`src/rtl/tpu_seq_ctrl.sv`:
```
`default_nettype none
// ============================================================================
// Module  : tpu_seq_ctrl
// Brief   : Runtime-configurable TPU sequencer: SRAM read feed, systolic
//           window control and backpressured result-row write-out.
// Revision: 1.0 - initial release
// ============================================================================
module tpu_seq_ctrl #(
    parameter int ARRAY_SIZE = 8,
    parameter int ADDR_W     = 10,
    parameter int WADDR_W    = 6,
    parameter int MAX_K      = 64,
    parameter int MAX_SETS   = 16,
    localparam int CW = $clog2(MAX_K + 2*ARRAY_SIZE),
    localparam int KW = $clog2(MAX_K + 1),
    localparam int SW = $clog2(MAX_SETS + 1),
    localparam int RW = $clog2(ARRAY_SIZE)
) (
    input  logic               clk,
    input  logic               srstn,
    input  logic               tpu_start,
    input  logic               abort,
    input  logic [KW-1:0]      cfg_k,
    input  logic [SW-1:0]      cfg_sets,
    input  logic               wr_ready,
    output logic               sram_ren,
    output logic [ADDR_W-1:0]  sram_raddr,
    output logic               alu_start,
    output logic               acc_clear,
    output logic [CW-1:0]      cycle_num,
    output logic [RW-1:0]      out_row_sel,
    output logic               sram_write_enable_a0,
    output logic [WADDR_W-1:0] sram_waddr_a,
    output logic               tpu_busy,
    output logic               tpu_done,
    output logic               err_cfg
);

    typedef enum logic [1:0] {
        S_IDLE  = 2'd0,
        S_FEED  = 2'd1,
        S_WRITE = 2'd2,
        S_DONE  = 2'd3
    } state_t;

    // State registers describe the cycle currently visible on the outputs.
    state_t             r_state,   w_state;
    logic [KW-1:0]      r_k,       w_k;
    logic [SW-1:0]      r_sets,    w_sets;
    logic [SW-1:0]      r_set_idx, w_set_idx;
    logic [CW-1:0]      r_cycle,   w_cycle;
    logic [RW-1:0]      r_row,     w_row;
    logic               r_ren,     w_ren;
    logic [ADDR_W-1:0]  r_raddr,   w_raddr;
    logic               r_alu,     w_alu;
    logic               r_acc,     w_acc;
    logic [RW-1:0]      r_row_sel, w_row_sel;
    logic               r_we,      w_we;
    logic [WADDR_W-1:0] r_waddr,   w_waddr;
    logic               r_busy,    w_busy;
    logic               r_done,    w_done;
    logic               r_err,     w_err;

    logic [31:0]        w_cfg_prod;
    logic               w_cfg_ok;
    logic               w_feed_last;
    logic               w_row_last;
    logic               w_set_last;
    logic [CW-1:0]      w_cycle_inc;

    assign w_cfg_prod  = 32'(cfg_k) * 32'(cfg_sets);
    assign w_cfg_ok    = (cfg_k != '0) && (32'(cfg_k) <= 32'(MAX_K)) &&
                         (cfg_sets != '0) && (32'(cfg_sets) <= 32'(MAX_SETS)) &&
                         (w_cfg_prod <= (32'(1) << ADDR_W));
    assign w_feed_last = (32'(r_cycle) == 32'(r_k) + 32'(2*ARRAY_SIZE - 2));
    assign w_row_last  = (32'(r_row) == 32'(ARRAY_SIZE - 1));
    assign w_set_last  = (32'(r_set_idx) + 32'd1 == 32'(r_sets));
    assign w_cycle_inc = r_cycle + 1'b1;

    // Each write-cycle strobe reflects wr_ready sampled at the edge opening
    // that cycle; a strobe that is high marks the row as accepted.
    always_comb begin
        w_state   = r_state;
        w_k       = r_k;
        w_sets    = r_sets;
        w_set_idx = r_set_idx;
        w_cycle   = r_cycle;
        w_row     = r_row;
        w_ren     = 1'b0;
        w_raddr   = r_raddr;
        w_alu     = 1'b0;
        w_acc     = 1'b0;
        w_row_sel = r_row_sel;
        w_we      = 1'b0;
        w_waddr   = r_waddr;
        w_busy    = 1'b0;
        w_done    = 1'b0;
        w_err     = 1'b0;
        if (abort) begin
            w_state   = S_IDLE;
            w_set_idx = '0;
            w_cycle   = '0;
            w_row     = '0;
            w_raddr   = '0;
            w_row_sel = '0;
            w_waddr   = '0;
        end else begin
            case (r_state)
                S_IDLE: begin
                    if (tpu_start) begin
                        if (w_cfg_ok) begin
                            w_state   = S_FEED;
                            w_k       = cfg_k;
                            w_sets    = cfg_sets;
                            w_set_idx = '0;
                            w_cycle   = '0;
                            w_ren     = 1'b1;
                            w_raddr   = '0;
                            w_alu     = 1'b1;
                            w_acc     = 1'b1;
                            w_busy    = 1'b1;
                        end else begin
                            w_err = 1'b1;
                        end
                    end
                end
                S_FEED: begin
                    w_busy = 1'b1;
                    if (w_feed_last) begin
                        w_state   = S_WRITE;
                        w_row     = '0;
                        w_row_sel = '0;
                        w_we      = wr_ready;
                        w_waddr   = WADDR_W'(32'(r_set_idx) * 32'(ARRAY_SIZE));
                    end else begin
                        w_cycle = w_cycle_inc;
                        w_alu   = 1'b1;
                        if (32'(w_cycle_inc) < 32'(r_k)) begin
                            w_ren   = 1'b1;
                            w_raddr = ADDR_W'(32'(r_set_idx) * 32'(r_k) + 32'(w_cycle_inc));
                        end
                    end
                end
                S_WRITE: begin
                    w_busy = 1'b1;
                    if (!r_we) begin
                        w_we = wr_ready;
                    end else if (!w_row_last) begin
                        w_row     = r_row + 1'b1;
                        w_row_sel = r_row + 1'b1;
                        w_we      = wr_ready;
                        w_waddr   = WADDR_W'(32'(r_set_idx) * 32'(ARRAY_SIZE) + 32'(r_row) + 32'd1);
                    end else if (w_set_last) begin
                        w_state = S_DONE;
                        w_done  = 1'b1;
                    end else begin
                        w_state   = S_FEED;
                        w_set_idx = r_set_idx + 1'b1;
                        w_cycle   = '0;
                        w_ren     = 1'b1;
                        w_raddr   = ADDR_W'((32'(r_set_idx) + 32'd1) * 32'(r_k));
                        w_alu     = 1'b1;
                        w_acc     = 1'b1;
                    end
                end
                S_DONE: begin
                    w_state   = S_IDLE;
                    w_set_idx = '0;
                    w_cycle   = '0;
                    w_row     = '0;
                end
                default: w_state = S_IDLE;
            endcase
        end
    end

    always_ff @(posedge clk or negedge srstn) begin
        if (!srstn) begin
            r_state   <= S_IDLE;
            r_k       <= '0;
            r_sets    <= '0;
            r_set_idx <= '0;
            r_cycle   <= '0;
            r_row     <= '0;
            r_ren     <= 1'b0;
            r_raddr   <= '0;
            r_alu     <= 1'b0;
            r_acc     <= 1'b0;
            r_row_sel <= '0;
            r_we      <= 1'b0;
            r_waddr   <= '0;
            r_busy    <= 1'b0;
            r_done    <= 1'b0;
            r_err     <= 1'b0;
        end else begin
            r_state   <= w_state;
            r_k       <= w_k;
            r_sets    <= w_sets;
            r_set_idx <= w_set_idx;
            r_cycle   <= w_cycle;
            r_row     <= w_row;
            r_ren     <= w_ren;
            r_raddr   <= w_raddr;
            r_alu     <= w_alu;
            r_acc     <= w_acc;
            r_row_sel <= w_row_sel;
            r_we      <= w_we;
            r_waddr   <= w_waddr;
            r_busy    <= w_busy;
            r_done    <= w_done;
            r_err     <= w_err;
        end
    end

    assign sram_ren             = r_ren;
    assign sram_raddr           = r_raddr;
    assign alu_start            = r_alu;
    assign acc_clear            = r_acc;
    assign cycle_num            = r_cycle;
    assign out_row_sel          = r_row_sel;
    assign sram_write_enable_a0 = r_we;
    assign sram_waddr_a         = r_waddr;
    assign tpu_busy             = r_busy;
    assign tpu_done             = r_done;
    assign err_cfg              = r_err;

endmodule
`default_nettype wire

```
`config.mk`:
```
export PLATFORM = sky130hd
export DESIGN_NAME = tpu_seq_ctrl
export DESIGN_NICKNAME = d
export VERILOG_FILES = /design/src/rtl/tpu_seq_ctrl.sv
export SDC_FILE = /design/constraint.sdc
export NUM_CORES = 1
export LEC_CHECK = 0
export CORE_UTILIZATION = 45
export CTS_CLUSTER_DIAMETER = 150
export CTS_CLUSTER_SIZE = 8
export DETAILED_ROUTE_END_ITERATION = 10
export PLACE_DENSITY_LB_ADDON = 0.2
export SLEW_MARGIN = 15
export SYNTH_ARGS = -nofsm -noshare
export SYNTH_HDL_FRONTEND = slang
export SYNTH_SLANG_ARGS = --single-unit
```
`constraint.sdc`:
```
create_clock -name clk -period 10.5 [get_ports clk]
set_input_delay 3.15 -clock clk [delete_from_list [all_inputs] [get_ports clk]]
set_output_delay 3.15 -clock clk [all_outputs]
set_load 0.05 [all_outputs]
```
==> flow_summary.json, run 1 <==
{
  "status": "completed",
  "clkLatencyLatePin_ns": 0.30,
  "viasPerCell": 5.54,
  "grt_max_degree": 53,
  "slew_headroom_pct": 40.8,
  "core_um2": 13300,
  "antenna_found_initial": 0,
  "drtIter0Drc": 257,
  "power_density_nw_per_um2": 159,
  "path_max_fanout": 13,
  "die_x_um": 119,
  "cts_root_buf": "clkbuf_16",
  "slowest_stage": "clkdlybuf4s50_1",
  "cp_num_buf_inv": 2,
  "start_util_pct": 46.2,
  "syn_area_um2": 6140,
  "dpl.hpwl_mm": 11.6,
  "hold_viol": 0,
  "leakagePower_uw": 0.00334,
  "vdd_drop_max_v": 0.000104,
  "critPathTopFamily": "adder cells",
  "finalCriticalPeriod_ns": 8.12,
  "cap_viol_max_count": 0,
  "ant_nets": 0,
  "final_cell_mix": "79 x nand2_1, 75 x inv_1, 64 x ha_1",
  "clock-sinks": 52,
  "fin_worst_skew_ns": 0.0126,
  "finalSetupViolCount": 0,
  "crit_path_max_incr_delay_ns": 0.67,
  "clock_path_buffers": 2,
  "drc": 0,
  "cts_tree": "done",
  "syn_to_final_growth_pct": 11.8,
  "synthesis.instances": 665,
  "post_cts_buffers": 0,
  "dr.pass1.iters": 4,
  "seqCellArea_um2": 1300,
  "synth_cell_types": 61,
  "worstPathRequired_ns": 10.68,
  "seq_area_frac_synth_pct": 21.2,
  "worst_slew_pin_slew_ns": 0.886,
  "grt_pass1_vias": 4959,
  "fp.dieH_um": 119,
  "grt_overflow_total": 0,
  "routed_wl_mm": 14.6,
  "synthFlopType": "dfrtp_1",
  "maxSlewViolCount": 0,
  "ctsResizeCount": 0,
  "grt_use_total_pct": 22.0,
  "place.gp.congestion": 0.847,
  "vias": 4804,
  "clock.fmax_ghz": 0.123,
  "drive_gt1_share_pct": 4.34,
  "period_share_pct": 77.4,
  "postCtsHoldBufs": 0,
  "finalSetupTns_ns": 0,
  "fp-row-count": 42,
  "cts_buffers": 5,
  "grt_pass1_wl_mm": 25.3,
  "syn-num-nets": 801,
  "nFillCells": 1253,
  "wl_per_cell_um": 16.8,
  "path_cells": "clkdlybuf4s50_1 > nand2_1 > fa_1 > inv_1 > fa_1 > fa_1 > ha_1 > a21oi_1 > o211a_1 > xor2_1 > nand4_1 > o41ai_4 > nand3_1 > or3_1 > mux2_4",
  "synth.avg_cell_area_um2": 9.23,
  "ios": 50,
  "path_common_cell": "fa_1",
  "dieArea_um2": 14100,
  "synth_edf_count": 0,
  "cp-start-kind": "input port",
  "synthArstFlopShare_pct": 100,
  "yosys_warnings": 0,
  "multi_input_area_um2": 4410,
  "crit_path_end_kind": "register",
  "portBuffers": 49,
  "mostFrequentLayoutCell": "nand2_1",
  "num_antenna_cells": 0,
  "htreeDepth": 2,
  "min_path_type": "reg -> reg",
  "rsz0062_at_grt": "no",
  "crit_type": "in -> reg",
  "arrival_ns": 8.30,
  "whs_ns": 0.494,
  "clk_pin_slew_ns": 0.07,
  "ys_ff_latch": 52,
  "fin_nets": 826
}
[final timing paths]
path	from	to	slack [ns]	cells after the start
worst max-delay path	cfg_sets[4]	r_sets[2]$_DFFE_PN0P_	2.38	15
max in group asynchronous	srstn	cycle_num[1]$_DFFE_PN0P_	7.08	2
worst min-delay path	sram_raddr[5]$_DFFE_PN0P_	sram_raddr[5]$_DFFE_PN0P_	0.49	1
worst max register to register	r_set_idx[2]$_DFFE_PN0P_	sram_raddr[9]$_DFFE_PN0P_	5.26	16
min in group asynchronous	srstn	tpu_busy$_DFF_PN0_	2.95	2
worst min register to register	sram_raddr[5]$_DFFE_PN0P_	sram_raddr[5]$_DFFE_PN0P_	0.49	1
[metal layers]
metal	GRT usage [%]	wire (um)	vias up
met2	38.0	7130	105
met5	0	0	-
met1	30.4	6760	2409
li1	-	-	2277
met3	1.63	473	13
met4	4.67	197	0
[stage by stage]
stage | utilization [%] | cell area [um^2] | std cells | power [uW] | worst slack, ns
final | 51.6 | 6860 | 867 | 1090 | 2.38
after global placement | 50.5 | 6710 | 859 | 903 | 2.16
after CTS | 51.6 | 6860 | 867 | 1090 | 2.33
after floorplan | - | 6140 | 665 | 753 | 2.92
after detailed placement | 50.5 | 6710 | 859 | 921 | 2.03
after global routing | 51.6 | 6860 | 867 | 1180 | 2.03
[report_power, final]
part           switching [uW]  internal (uW)
registers                86.5            238
clock network            79.3           90.3
logic                     355            239
total                     521            568
[sequential cells by signal, indices dropped and copies added, names as in the netlist]
name	count
sram_raddr	10
cycle_num	7
r_k	7
r_set_idx	5
r_sets	5
sram_waddr_a	4
r_row	3
out_row_sel	2
r_state	2
acc_clear	1
alu_start	1
err_cfg	1
sram_ren	1
sram_write_enable_a0	1
tpu_busy	1
tpu_done	1
[synth_stat cells (8+ instances only)]
cell type,number,area [um^2]
clkbuf_1,26,97.6
mux2_4,9,135
and2_1,45,282
xor2_1,23,201
xnor2_1,25,219
ha_1,64,801
a32o_1,11,110
nor3_1,14,70.1
inv_1,75,282
nand2_1,79,297
a22o_1,13,114
a21oi_1,18,90.1
nor2_1,31,116
fa_1,55,1100
a21o_1,8,60.1
nand3_1,11,55.1
o21ai_0,18,90.1
dfrtp_1,52,1300
[logic make-up (layout without fill, tap and decap cells)]
| family | after synthesis | in the layout | synth area share [%] |
|---|---|---|---|
| buf+inv | 108 | 134 | 6.95 |
| compound gates | 106 | 106 | 12.8 |
| flops | 52 | 52 | 21.2 |
| fa+ha+maj | 119 | 119 | 31.0 |
| mux | 13 | 13 | 2.93 |
| xor+xnor | 51 | 51 | 7.97 |
| simple gates | 216 | 216 | 17.2 |
[cell type report]
class	instances	area share, %
sequential	52	19.0
clock buffer	5	1.82
clock inverter	3	0.365
tap	176	3.21
inverter	76	4.16
timing repair buffer	50	7.18
multi-input combinational	505	64.3
Power figures use the tool's default switching activity.
==> run 2, diff against run 1 <==
==> constraint.sdc (replaced) <==
create_clock -name clk -period 6.61 [get_ports clk]
set_input_delay 1.983 -clock clk [delete_from_list [all_inputs] [get_ports clk]]
set_output_delay 1.983 -clock clk [all_outputs]
set_load 0.05 [all_outputs]
==> run 2 against run 1 <==
  * Total power increased by 68%
  * Routed wire length up 2.1%
  * Core utilization is 2.0 points higher
  * Largest power group unchanged
==> flow_summary.json, run 2 (synthesis gave the netlist of run 1 again) <==
{
  "ios": 50,
  "crit_path_end_kind": "register",
  "drc": 0,
  "wl_met3_um": 569,
  "antenna_found_initial": 0,
  "cts_root_buf": "clkbuf_16",
  "start_util_pct": 46.2,
  "arrival_ns": 6.65,
  "grt_pass1_vias": 4881,
  "htreeDepth": 2,
  "crit_path_max_incr_delay_ns": 0.56,
  "met2WireLength_mm": 7.20,
  "drive_gt1_share_pct": 8.37,
  "critPathTopFamily": "adder cells",
  "nFillCells": 1248,
  "cap_viol_max_count": 0,
  "num_antenna_cells": 0,
  "finalInstanceArea_um2": 7130,
  "clock.fmax_ghz": 0.155,
  "dr.max_layer_used": "met4",
  "grt_overflow_total": 0,
  "grt_use_total_pct": 22.0,
  "hold_depth": 1,
  "switching_share_pct": 46.1,
  "vdd_drop_max_v": 0.000114,
  "ant_nets": 0,
  "multi_input_area_um2": 4450,
  "slowest_stage": "clkdlybuf4s50_1",
  "dpl.hpwl_mm": 11.9,
  "finalSetupViolCount": 0,
  "largest_reg_flops": 10,
  "grt_pass1_wl_mm": 24.7,
  "status": "completed",
  "wl_met1_mm": 6.85,
  "place.gp.congestion": 0.865,
  "path_cells": "clkdlybuf4s50_1 > nand2_1 > fa_1 > fa_1 > inv_1 > fa_1 > ha_1 > nor2b_1 > o2111a_1 > o31ai_1 > xnor2_1 > o41ai_4 > buf_4 > a31o_2 > and2_1 > buf_4 > a32o_1",
  "crit_type": "in -> reg",
  "worst_slack_ns": 0.151,
  "dieArea_um2": 14100,
  "portBuffers": 49,
  "vias": 4889,
  "fin_worst_skew_ns": 0.00857,
  "slew_headroom_pct": 35.2,
  "wl_per_cell_um": 16.6,
  "hold_viol": 0,
  "worstPathRequired_ns": 6.80,
  "cts_tree": "done",
  "pre_cts_slack_ns": -0.292,
  "power_density_nw_per_um2": 257,
  "worst_slew_pin_slew_ns": 0.970,
  "drtIter0Drc": 237,
  "leakagePower_uw": 0.00349,
  "cp_num_buf_inv": 4,
  "finalCriticalPeriod_ns": 6.46,
  "clkPwrFrac_pct": 16.6,
  "seqCellArea_um2": 1300,
  "final_cell_mix": "79 x nand2_1, 75 x inv_1, 62 x ha_1",
  "finalSetupTns_ns": 0,
  "fin_nets": 852,
  "dr.pass1.iters": 5,
  "maxSlewViolCount": 0,
  "seq_power_share_pct": 28.1,
  "path_max_fanout": 9,
  "clock_path_buffers": 2,
  "routed_wl_mm": 14.9,
  "fp-row-count": 42,
  "path_common_cell": "fa_1",
  "grt_max_degree": 53,
  "combPwrFrac_pct": 55.2,
  "min_path_type": "reg -> reg",
  "clk_pin_slew_ns": 0.07,
  "mostFrequentLayoutCell": "nand2_1",
  "post_cts_buffers": 0,
  "intPower_uw": 988,
  "clock-sinks": 52,
  "clkLatencyLatePin_ns": 0.30,
  "cts_buffers": 5,
  "switching_power_uw": 844,
  "die_x_um": 119,
  "placed_cells": 885,
  "ff2ff_path_depth": 15,
  "core_um2": 13300,
  "cp_num_cells": 17,
  "postCtsHoldBufs": 0,
  "syn_to_final_growth_pct": 16.1,
  "fp.dieH_um": 119,
  "viasPerCell": 5.47,
  "cp-start-kind": "input port",
  "dpl_cell_area_um2": 6920,
  "final_cells": 893,
  "period_share_pct": 97.7
}
==> run 2: worst reg2reg max path: stages, from the launching register on <==
cell     delay (ns)
dfrtp_1        0.68
ha_1           0.36
nand3_1        0.15
xnor2_1        0.54
nand2_1        0.16
fa_1           0.53
fa_1           0.52
fa_1           0.54
inv_1          0.04
ha_1           0.33
a21o_1         0.19
a21o_1         0.18
a21oi_1        0.16
xor2_1         0.29
o22ai_1        0.14
a32o_1         0.27
==> run 2: path summary, 6_finish.rpt <==
kind                                      startpoint                   endpoint  slack [ns]
setup / recovery                         cfg_sets[2]  sram_raddr[7]$_DFFE_PN0P_        0.15
hold / removal             sram_raddr[4]$_DFFE_PN0P_  sram_raddr[4]$_DFFE_PN0P_        0.49
setup reg to reg            r_set_idx[0]$_DFFE_PN0P_  sram_raddr[8]$_DFFE_PN0P_        1.43
hold reg to reg            sram_raddr[4]$_DFFE_PN0P_  sram_raddr[4]$_DFFE_PN0P_        0.49
max in group asynchronous                      srstn   r_set_idx[3]$_DFFE_PN0P_        4.38
min in group asynchronous                      srstn         tpu_done$_DFF_PN0_        1.80
==> run 2: power by group through the flow <==
stage | Clock (uW) | Sequential [uW] | Combinational [uW]
floorplan | 0 | 496 | 700
detailed placement | 0 | 517 | 989
finish | 305 | 515 | 1010
global placement | 0 | 517 | 968
CTS | 308 | 511 | 994
global route | 323 | 526 | 1110
==> run 2: cell type report <==
| type | count | area share (%) |
|---|---|---|
| Multi-Input combinational cell | 505 | 62.4 |
| Sequential cell | 52 | 18.3 |
| Timing Repair Buffer | 76 | 9.85 |
| Inverter | 76 | 4.00 |
| Tap cell | 176 | 3.09 |
| Clock buffer | 5 | 1.76 |
| Clock inverter | 3 | 0.650 |
==> run 2: metrics by stage <==
step / power (uW) / hold WS [ns] / utilization (%)
2_1_floorplan: 1200 / 0.492 / -
3_3_place_gp: 1480 / 0.472 / 52.1
3_5_place_dp: 1510 / 0.481 / 52.1
4_1_cts: 1810 / 0.498 / 53.3
5_1_grt: 1960 / 0.515 / 53.6
6_report: 1830 / 0.489 / 53.6
==> run 2: per-layer routing <==
layer / GRT usage, % / vias to the layer above
met3: 2.54 / 15
li1: - / 2333
met2: 37.4 / 123
met1: 29.8 / 2418
met4: 5.46 / 0
met5: 0 / -
==> run 2: what timing repair did <==
item | in CTS | in global routing
pin swaps | 0 | 2
gates resized for setup | 1 | 6
setup endpoints to repair | 9 | 31
